`src/rtl/mem_fill_arbiter.sv`:
```
// mem_fill_arbiter: shares one pipelined-read main memory between I-cache
// fills, D-cache fills and D-side write-through word writes. A fill reads one
// aligned block as back-to-back word reads. The returned words go to the cache
// that owns the fill.
module mem_fill_arbiter #(
    parameter  int AWIDTH        = 16,
    parameter  int DWIDTH        = 16,
    parameter  int BLOCK_WORDS   = 8,
    parameter  int WR_STREAK_MAX = 4,
    localparam int W             = $clog2(BLOCK_WORDS)
) (
    input  logic              clk,
    input  logic              rst,
    input  logic              i_req,
    input  logic [AWIDTH-1:0] i_addr,
    input  logic              d_req,
    input  logic [AWIDTH-1:0] d_addr,
    input  logic              d_wr_req,
    input  logic [AWIDTH-1:0] d_wr_addr,
    input  logic [DWIDTH-1:0] d_wr_data,
    output logic              d_wr_ack,
    output logic              i_fill_we,
    output logic              d_fill_we,
    output logic [DWIDTH-1:0] fill_data,
    output logic [W-1:0]      fill_word,
    output logic              i_done,
    output logic              d_done,
    output logic              mem_enable,
    output logic              mem_wr,
    output logic [AWIDTH-1:0] mem_addr,
    output logic [DWIDTH-1:0] mem_data_in,
    input  logic [DWIDTH-1:0] mem_data_out,
    input  logic              mem_data_valid,
    input  logic [AWIDTH-1:0] mem_addr_out
);

    localparam int CW = W + 1;
    localparam int SW = $clog2(WR_STREAK_MAX + 1);

    typedef enum logic [1:0] {S_IDLE, S_FILL_I, S_FILL_D} state_t;

    state_t            r_state;
    logic [AWIDTH-1:0] r_base;
    logic [CW-1:0]     r_issue;
    logic [CW-1:0]     r_recv;
    logic [SW-1:0]     r_streak;
    logic              r_last_d;
    logic              r_i_done;
    logic              r_d_done;

    logic              w_idle;
    logic              w_i_elig;
    logic              w_d_elig;
    logic              w_pend;
    logic              w_wr_grant;
    logic              w_fill_grant;
    logic              w_pick_d;
    logic [AWIDTH-1:0] w_grant_addr;
    logic              w_issuing;
    logic              w_rx;
    logic              w_rx_last;
    logic              w_unused;

    // A requester finishing this cycle is still holding its request; do not regrant it.
    assign w_idle       = (r_state == S_IDLE);
    assign w_i_elig     = i_req & ~r_i_done;
    assign w_d_elig     = d_req & ~r_d_done;
    assign w_pend       = w_i_elig | w_d_elig;
    assign w_wr_grant   = w_idle & d_wr_req & ((r_streak < SW'(WR_STREAK_MAX)) | ~w_pend);
    assign w_fill_grant = w_idle & ~w_wr_grant & w_pend;
    assign w_pick_d     = w_d_elig & (~w_i_elig | ~r_last_d);
    assign w_grant_addr = w_pick_d ? d_addr : i_addr;
    assign w_issuing    = ~w_idle & (r_issue < CW'(BLOCK_WORDS));
    assign w_rx         = ~w_idle & mem_data_valid;
    assign w_rx_last    = w_rx & (r_recv == CW'(BLOCK_WORDS - 1));
    assign i_done       = r_i_done;
    assign d_done       = r_d_done;

    // The low address bits are dropped because the block is aligned and the word index comes from the address tag.
    assign w_unused = ^{mem_addr_out[AWIDTH-1:W+1], mem_addr_out[0], d_wr_addr[0],
                        i_addr[W:0], d_addr[W:0]};

    // Memory command mux and return routing. Only the write path and the return path are combinational.
    always_comb begin
        mem_enable  = 1'b0;
        mem_wr      = 1'b0;
        mem_addr    = '0;
        mem_data_in = '0;
        d_wr_ack    = 1'b0;
        i_fill_we   = 1'b0;
        d_fill_we   = 1'b0;
        fill_data   = '0;
        fill_word   = '0;
        if (w_wr_grant) begin
            mem_enable  = 1'b1;
            mem_wr      = 1'b1;
            mem_addr    = {d_wr_addr[AWIDTH-1:1], 1'b0};
            mem_data_in = d_wr_data;
            d_wr_ack    = 1'b1;
        end else if (w_issuing) begin
            mem_enable  = 1'b1;
            mem_addr    = r_base + AWIDTH'({r_issue, 1'b0});
        end
        if (w_rx) begin
            i_fill_we = (r_state == S_FILL_I);
            d_fill_we = (r_state == S_FILL_D);
            fill_data = mem_data_out;
            fill_word = mem_addr_out[W:1];
        end
    end

    // Grant/fill sequencer. The fill ends when the last word returns, so any read latency works.
    always_ff @(posedge clk) begin
        if (rst) begin
            r_state  <= S_IDLE;
            r_base   <= '0;
            r_issue  <= '0;
            r_recv   <= '0;
            r_streak <= '0;
            r_last_d <= 1'b0;
            r_i_done <= 1'b0;
            r_d_done <= 1'b0;
        end else begin
            r_i_done <= 1'b0;
            r_d_done <= 1'b0;
            case (r_state)
                S_IDLE: begin
                    if (w_wr_grant) begin
                        if (r_streak != SW'(WR_STREAK_MAX))
                            r_streak <= r_streak + 1'b1;
                    end else if (w_fill_grant) begin
                        r_state  <= w_pick_d ? S_FILL_D : S_FILL_I;
                        r_base   <= {w_grant_addr[AWIDTH-1:W+1], {(W+1){1'b0}}};
                        r_issue  <= '0;
                        r_recv   <= '0;
                        r_streak <= '0;
                        r_last_d <= w_pick_d;
                    end else begin
                        r_streak <= '0;
                    end
                end
                S_FILL_I, S_FILL_D: begin
                    if (w_issuing)
                        r_issue <= r_issue + 1'b1;
                    if (w_rx)
                        r_recv <= r_recv + 1'b1;
                    if (w_rx_last) begin
                        r_state  <= S_IDLE;
                        r_i_done <= (r_state == S_FILL_I);
                        r_d_done <= (r_state == S_FILL_D);
                    end
                end
                default: r_state <= S_IDLE;
            endcase
        end
    end

endmodule

```
`config.mk`:
```
export PLATFORM = sky130hd
export DESIGN_NAME = mem_fill_arbiter
export DESIGN_NICKNAME = d
export VERILOG_FILES = /design/src/rtl/mem_fill_arbiter.sv
export SDC_FILE = /design/constraint.sdc
export NUM_CORES = 1
export LEC_CHECK = 0
export ABC_AREA = 1
export CORE_MARGIN = 2
export CORE_UTILIZATION = 25
export CTS_CLUSTER_DIAMETER = 200
export DETAILED_ROUTE_END_ITERATION = 10
export DONT_BUFFER_PORTS = 1
export GPL_ROUTABILITY_DRIVEN = 1
export SYNTH_ARGS = -nofsm -noshare
export SYNTH_HDL_FRONTEND = slang
export SYNTH_SLANG_ARGS = --single-unit
```
`constraint.sdc`:
```
create_clock -name clk -period 3.7 [get_ports clk]
set_clock_uncertainty 0.15 [all_clocks]
set_input_delay 0.74 -clock clk [delete_from_list [all_inputs] [get_ports clk]]
set_output_delay 0.74 -clock clk [all_outputs]
set_load 0.02 [all_outputs]
```
Yosys cells after proc, flatten, opt, wreduce, memory -nomap -nowiden
Cells that the tools add are included.

storage, ports and cells
  flip-flop bits (word level) = 28

cells by class
  bitwise gates (word level) = 22
  reductions and logical operators = 9
  mux-type cells = 24
  add/sub/neg operators = 4
  equal/unequal tests = 10
  $lt $le $gt $ge = 2

operator list
  operator               count
  $mux W16               5
  $add A16 B5 Y16        1
  $mux W4                4
  $pmux W4 S2            2
  $and A1 B1 Y1          10
  $mux W3                3
  $not A1 Y1             9
  $add A4 B1 Y4 const B  2
  $mux W2                4
  $ne A2 B2 Y1 const B   4
  $reduce_and A4 Y1      2
  $reduce_and A3 Y1      2
  $mux W1                5
  $eq A4 B3 Y1 const B   1
  $lt A4 B4 Y1 const B   1
  $ne A2 B1 Y1 const B   2
  $pmux W2 S2            1
  $add A3 B1 Y3 const B  1
  $lt A3 B3 Y1 const B   1
  $ne A3 B3 Y1 const B   1
  $or A1 B1 Y1           3
  $reduce_or A3 Y1       1
  $eq A2 B1 Y1 const B   1
  $eq A2 B2 Y1 const B   1
  other kinds (4)        4

Logic depth before layout (Yosys ltp)
Gate-level depths: netlist (run 1).

  depth after elaboration = 12
  mapped depth = 12
  mapped depth without buffers = 11

Worst setup path after synthesis (run 1)
Ideal clock, no wire load.

  path kind = in2out
  start point = in d_req
  end point = out mem_data_in[0]
  slack = 1.136 ns
  data arrival time = 1.674 ns
  buffers on the path = 2
  stages = 7
  path through = nand2_2 > nand2_4 > nand2_4 > nand2_8 > buf_6 > buf_2 > nor2_1

between the ends
  longest elaborated chain between the ends = 6

ends and longest elaborated chain
  element          RTL line  RTL
  start, declared  16        input logic d_req,
  $and A1 B1 Y1    67        assign w_d_elig = d_req & ~r_d_done;
  $or A1 B1 Y1     68        assign w_pend = w_i_elig | w_d_elig;
  $not A1 Y1       69        assign w_wr_grant = w_idle & d_wr_req & ((r_streak < SW'(WR_STREAK_MAX)) | ~w_pend);
  $or A1 B1 Y1     69
  $and A1 B1 Y1    69
  $mux W16         94        if (w_wr_grant) begin
  end, declared    31        output logic [DWIDTH-1:0] mem_data_in,

No other way between the ends.

Final worst setup path (run 1)
  start point = reg r_state[0]
  end point = out mem_addr[6]

between the ends
  longest elaborated chain between the ends = 5
  elaborated cells between the ends (all ways) = 7

ends and longest elaborated chain
  element                 RTL line  RTL
  start, declared         42        state_t r_state;
  start signal, assigned  132       r_state <= w_pick_d ? S_FILL_D : S_FILL_I;
  $logic_not A2 Y1 (*)    65        assign w_idle = (r_state == S_IDLE);
  $not A1 Y1              73        assign w_issuing = ~w_idle & (r_issue < CW'(BLOCK_WORDS));
  $and A1 B1 Y1           73
  $mux W16                100       end else if (w_issuing) begin
  $mux W16 (*)            94
  end, declared           30        output logic [AWIDTH-1:0] mem_addr,

Every way passes the cells marked *; elsewhere a longest branch is shown, timed or not.

==> key figures, run 1 <==
GRT
  – Initial antenna violation count: 0
  – All-Layer GR Usage: roughly an eighth
  – Largest net degree at the start of global routing: 27
  – GRT overflow: 0
  – First-pass GRT wire length: between 9000 and 10000 µm
  – Number of global-route vias before repair: 2182

Synthesis
  – Cells after Synth: around 420
  – Sequential element share of the synthesized area: around a quarter
  – Syn nets: around 530
  – Post-synth EDFFs: 0
  – Count leader, synth: nand2_1
  – Post-synth top cells: 127 x nand2_1, 84 x nor2_1, 74 x inv_1
  – Cell taking the most area after synthesis: dfxtp_1
  – Yosys top cell area share: a little under a quarter
  – Post-synth cell types: 27
  – Post-Syn Area: ~2300 µm²
  – Most used DFF post-synth: dfxtp_1
  – Avg Cell Area, Syn: around 5.6 µm²
  – Top post-synthesis cells by area: dfxtp_1 24%, nand2_1 20%, nor2_1 13%
  – Warnings, synthesis: 0
  – Share of synthesized registers carrying an async set or reset: 0%
  – #FFs+latches synth: 28

STA
  – Fmax: roughly 300 MHz
  – Worst-Margin Slew: about 0.72 ns
  – RSZ-0062 raised after global routing: no
  – Pins Over Slew Limit: 0
  – Fin Setup TNS: 0 ns
  – Final Hold Viols: 0
  – Tmin final: about 3.3 ns
  – Post-route setup slack: 0.379 ns
  – Final setup fails: 0
  – Rel. slew slack: between 50% and 60%
  – Fin crit share: between 80% and 90%

Detailed routing
  – Initial drt markers: slightly above 60
  – DRC: 0
  – Wire per inst: approximately 12 µm
  – Total iterations of the first detailed-routing run: 4
  – Vias/cell: approximately 4.6
  – Post-DRT Antenna Nets: 0
  – Routed wire length: 6400 µm
  – Via count: about 2.4k

Floorplan
  – Starting Density: around a quarter
  – Row Count: 35
  – Chip Height: 101 µm
  – Die X: between 100 and 150 µm
  – Die area: approximately 10000 µm²
  – Core area: between 9000 and 10000 µm²
  – I/O Pins: 160

Critical path
  – Worst EP required: 2.81 ns
  – Critical path origin: r_state[0]
  – CP Capture Type: output port
  – R2R depth: 8
  – CP arrival: roughly 2.4 ns
  – CP Max Fanout: 26
  – R2R Setup Slk: about 1.4 ns
  – Critical Path Sink: mem_addr[6]
  – WS Path Type: reg2out
  – R2r endpoint: r_streak[2]
  – R2r startpoint: r_state[0]
  – Worst setup SP type: flop

CTS
  – Post-CTS Setup Bufs: 0
  – Clk sink count: 28
  – CTS tree: built
  – Worst-path clk slew: 0.10 ns
  – Hold buffer count at CTS: 0
  – Total CTS buffers: 3
  – Clock Root Buffer: clkbuf_8
  – Insertion delay to the later sink of the worst-skew pair: ~0.28 ns
  – Post-CTS sizing: 0
  – Max H-tree Level: 1
  – Maximum buffer depth of the clock tree: 2

Pwr
  – Maximum vdd ir drop: roughly 0.28 mV
  – Sequential Power Share: about 29%
  – Combinational Power Share: approximately 60%
  – Internal cell power: just under 700 µW
  – Switching Fraction: 55.7%
  – Leak Pwr: 1.30 nW
  – Clock power frac: 11.0%
  – NetSw: roughly 870 µW
  – PwrDens: 643 nW/µm²

Outcome
  – Status: finished, final reports clean

Cells and area
  – Nets@finish: 521
  – Layout area overhead: 3.78%
  – Diodes inserted: 0
  – Share of cells above drive strength 1: 4.41%

Placed design
  – I/O Buffers: 0
  – GPL Wtd Cong: between 0.8 and 0.9
  – Dpl hpwl: 5030 µm
  – Place WS: roughly 0.67 ns

Min path
  – Min-Delay Path Class: reg2reg

Job
  – MaxCap Viol Count: 0
==> metrics by stage <==
stage	hold WS, ns	power [mW]	instances	util, %	cell area (µm²)
floorplan	0.290	1.28	418	-	2350
global placement	0.301	1.40	516	26.1	2400
detailed placement	0.309	1.41	516	26.1	2400
CTS	0.324	1.59	519	26.5	2440
global route	0.353	1.73	519	26.5	2440
finish	0.320	1.57	519	26.5	2440
==> layer usage <==
metal,part of all wire [%],track usage (%),vias to the layer above
li1,-,-,1237
met1,43,13.9,1041
met2,50,23.3,86
met3,6.8,2.50,4
met4,0.92,1.98,0
met5,0,0,-
==> flip-flops by register name (all words and copies together) (netlist names) <==
signal    count
d_done        1
r_base       12
i_done        1
r_state       2
r_issue       4
r_streak      3
r_last_d      1
r_recv        4
==> placed cells by master (no fill, tap or decap) <==
cell type,Yosys,layout
clkinv_1,1,1
or2_2,1,1
o21ai_0,12,12
nand2_4,3,3
nor2_1,84,84
nand2_1,127,127
clkbuf_8,0,3
inv_1,74,74
nand2_8,1,1
a21oi_4,2,2
ha_1,9,9
a21oi_1,13,13
a22o_1,3,3
nand3_4,1,1
conb_1,1,1
o31ai_1,1,1
xor2_1,1,1
inv_2,2,2
nand2_2,3,3
nand3_1,23,23
buf_4,5,1
nor2_2,1,1
nand4_1,7,7
dfxtp_1,28,28
nor3_1,6,6
==> worst min path at each step <==
stage | from | end | slack [ns] | cells past startpoint
6_report | r_issue[2] | r_issue[2] | 0.32 | 2
5_1_grt | r_issue[2] | r_issue[2] | 0.35 | 2
4_1_cts | r_issue[2] | r_issue[2] | 0.32 | 2
3_5_place_dp | r_issue[2] | r_issue[2] | 0.31 | 2
3_3_place_gp | r_issue[2] | r_issue[2] | 0.30 | 2
2_1_floorplan | r_last_d | r_last_d | 0.29 | 2
==> logic make-up (layout without fill, tap and decap cells) <==
kind of cell	Yosys count	after routing	share of synthesized area, %
AO/OA/AOI/OAI	31	31	8.15
XOR/XNOR	1	1	0.373
adder cells (fa/ha/maj)	9	9	4.79
buffers and inverters	91	81	16.5
flip-flops	28	28	23.9
other	1	1	0.160
AND/OR/NAND/NOR	257	257	46.1
==> power groups by stage <==
| stage | Sequential (mW) | Clock (mW) | Combinational [mW] |
|---|---|---|---|
| detailed placement | 0.459 | 0 | 0.951 |
| global placement | 0.454 | 0 | 0.944 |
| global route | 0.465 | 0.190 | 1.07 |
| floorplan | 0.442 | 0 | 0.836 |
| CTS | 0.452 | 0.180 | 0.955 |
| finish | 0.452 | 0.173 | 0.941 |
==> cell type report <==
class / count / area, µm²
Sequential cell: 28 / 561
Clock buffer: 3 / 41.3
Multi-Input combinational cell: 299 / 1400
Tap cell: 111 / 139
Inverter: 77 / 289
Fill cell: 1045 / 6760
Timing Repair Buffer: 1 / 7.51
==> worst max-delay path, stage by stage, from the launching register on <==
cell and delay (ns):
dfxtp_1 0.32, inv_1 0.10, ha_1 0.44, nand2_1 0.12, inv_1 0.24, nand2_8 0.17
inv_2 0.39, nand2_1 0.09, o21ai_0 0.28
No activity file was read; power rests on OpenSTA's default activity.
==> inputs of run 2 (changes only) <==
--- a/config.mk
+++ b/config.mk
@@ -12,6 +12,7 @@
 export DETAILED_ROUTE_END_ITERATION = 10
 export DONT_BUFFER_PORTS = 1
 export GPL_ROUTABILITY_DRIVEN = 1
+export SLEW_MARGIN = 20
 export SYNTH_ARGS = -nofsm -noshare
 export SYNTH_HDL_FRONTEND = slang
 export SYNTH_SLANG_ARGS = --single-unit
==> results of run 2 <==
The final DEF is identical to that of run 1; final timing and power are the same.
==> inputs of run 3 (changes only) <==
--- a/config.mk
+++ b/config.mk
@@ -8,11 +8,12 @@
 export ABC_AREA = 1
 export CORE_MARGIN = 2
 export CORE_UTILIZATION = 25
+export CTS_BUF_LIST = sky130_fd_sc_hd__clkbuf_4
 export CTS_CLUSTER_DIAMETER = 200
 export DETAILED_ROUTE_END_ITERATION = 10
 export DONT_BUFFER_PORTS = 1
 export GPL_ROUTABILITY_DRIVEN = 1
-export SLEW_MARGIN = 20
+export SLEW_MARGIN = 40
 export SYNTH_ARGS = -nofsm -noshare
 export SYNTH_HDL_FRONTEND = slang
 export SYNTH_SLANG_ARGS = --single-unit
==> run 3 against run 2 <==
Routed wire length shrank 0.42%. Utilization shrank 0.20 points. Register-to-register slack is essentially flat. Clock power shrank 23%. First-iteration DRC count grew 9.7%. Maximum frequency shrank 2.2%. Sequential cell count is the same. Total power shrank 2.5%. Non-clock buffer count is the same. Die area is the same. Final cell count is the same.
==> key figures, run 3 (same netlist as run 1, synthesis figures left out) <==
Detailed routing
  – Post-DRT Antenna Nets: 0
  – Initial drt markers: 68
  – Total iterations of the first detailed-routing run: 4
  – Vias/cell: approximately 4.5
  – Wire per inst: roughly 12 µm
  – Routed wire length: between 6000 and 7000 µm
  – DRC: 0
  – Via count: between 2k and 2.5k

Critical path
  – Cell chain of the critical path: inv_1 -> ha_1 -> nand2_1 -> inv_1 -> nand2_8 -> inv_2 -> nand2_1 -> o21ai_0
  – WS Path Type: reg2out
  – CP Capture Type: output port
  – CP max stage delay: 0.44 ns
  – Worst EP required: roughly 2.8 ns
  – CP Max Fanout: 26
  – Slowest cell on the critical path: ha_1
  – Worst setup SP type: flop
  – CP arrival: 2.51 ns

Cells and area
  – Most frequent cells in the layout: 127 x nand2_1, 84 x nor2_1, 74 x inv_1, 28 x dfxtp_1, 23 x nand3_1
  – Most flop-heavy register: r_base
  – Diodes inserted: 0
  – Final Cell Area: ~2400 µm²
  – Top flop regs: r_base x12, r_issue x4, r_recv x4
  – Non-Filler Instances: slightly above 500
  – Nets@finish: roughly 520
  – Share of cells above drive strength 1: 4.41%
  – Most common cell after layout, fill and taps aside: nand2_1
  – Layout area overhead: 2.98%
  – Largest register FFs: 12

GRT
  – GRT overflow: 0
  – Initial antenna violation count: 0
  – Number of global-route vias before repair: 2185
  – All-Layer GR Usage: about 12%
  – Largest net degree at the start of global routing: 27
  – First-pass GRT wire length: about 9900 µm

Placed design
  – Post-Place Cells: a little over 500
  – I/O Buffers: 0
  – Area post-placement: between 2000 and 2500 µm²
  – Dpl hpwl: 5030 µm
  – GPL Wtd Cong: between 0.8 and 0.9

Floorplan
  – Die area: ~10000 µm²
  – Die X: approximately 100 µm
  – Row Count: 35
  – Core area: around 9200 µm²
  – Chip Height: between 100 and 150 µm
  – Starting Density: about 26%
  – I/O Pins: 160

STA
  – Fmax: between 200 and 300 MHz
  – Rel. slew slack: between 50% and 60%
  – Tmin final: around 3.4 ns
  – Fin crit share: about nine tenths
  – Worst-Margin Slew: 0.720 ns
  – Final Hold Viols: 0
  – RSZ-0062 raised after global routing: no
  – Pins Over Slew Limit: 0
  – Final setup fails: 0
  – Fin Setup TNS: 0 ns

Pwr
  – Sequential Power Share: 29.6%
  – Clock power frac: between 8 and 9%
  – Internal cell power: roughly 660 µW
  – Switching Fraction: between 50% and 60%
  – NetSw: approximately 870 µW
  – Leak Pwr: 1.29 nW
  – Combinational Power Share: 61.6%
  – Total Power: around 1.5 mW
  – Maximum vdd ir drop: ~0.27 mV
  – PwrDens: 631 nW/µm²

CTS
  – Post-CTS Setup Bufs: 0
  – CTS tree: built
  – Total CTS buffers: 3
  – Worst-path clk slew: 0.16 ns
  – Clk sink count: 28
  – Hold buffer count at CTS: 0
  – Clock Root Buffer: clkbuf_4
  – Maximum buffer depth of the clock tree: 2
  – Post-CTS sizing: 0
  – Insertion delay to the later sink of the worst-skew pair: around 0.33 ns
  – Max H-tree Level: 1

Job
  – MaxCap Viol Count: 0

Outcome
  – Status: finished, final reports clean

Min path
  – Min-Delay Path Class: in2reg
==> run 3: cell types whose count changed in the layout (fill, tap and decap cells not counted) <==
cell,before,now
clkbuf_8,3,0
clkbuf_4,0,3
==> run 3: cell type report <==
class	instances	area, µm²
repair buffers	1	7.51
inverters	77	289
flip-flops and latches	28	561
multi-input cells	299	1400
clock buffers	3	22.5
fillers	1048	6780
well taps	111	139
==> run 3: per-stage QoR <==
stage / worst slack (ns) / hold WS (ns) / util [%]
3_5_place_dp: 0.672 / 0.309 / 26.1
2_1_floorplan: 1.14 / 0.290 / -
3_3_place_gp: 0.747 / 0.301 / 26.1
5_1_grt: 0.0657 / 0.274 / 26.3
6_report: 0.305 / 0.294 / 26.3
4_1_cts: 0.269 / 0.278 / 26.3
==> run 3: per-layer routing <==
metal	vias up	wire (µm)	global-route usage (%)
met1	1036	2750	13.9
met4	0	59	1.98
met3	4	391	2.50
met2	79	3170	23.3
met5	-	0	0
li1	1235	-	-
==> run 3: path summary, 6_finish.rpt <==
path | startpoint | depth (start not counted) | slack [ns] | endpoint
setup / recovery | r_state[0] | 8 | 0.30 | mem_addr[6]
hold / removal | rst | 1 | 0.29 | r_recv[3]
setup reg to reg | r_state[0] | 8 | 1.41 | r_streak[2]
hold reg to reg | r_issue[2] | 2 | 0.33 | r_issue[2]
==> run 3: critical path, delay by kind of cell (launching register included) <==
kind            cells  cell delay [ns]
flops               1             0.34
buf+inv             3             0.73
compound gates      1             0.28
simple gates        3             0.37
fa+ha+maj           1             0.44
==> run 3: power groups by stage <==
stage | registers [mW] | clock network [mW] | logic (mW)
global route | 0.465 | 0.152 | 1.07
finish | 0.452 | 0.134 | 0.941
detailed placement | 0.459 | 0 | 0.951
CTS | 0.452 | 0.142 | 0.955
global placement | 0.454 | 0 | 0.944
floorplan | 0.442 | 0 | 0.836
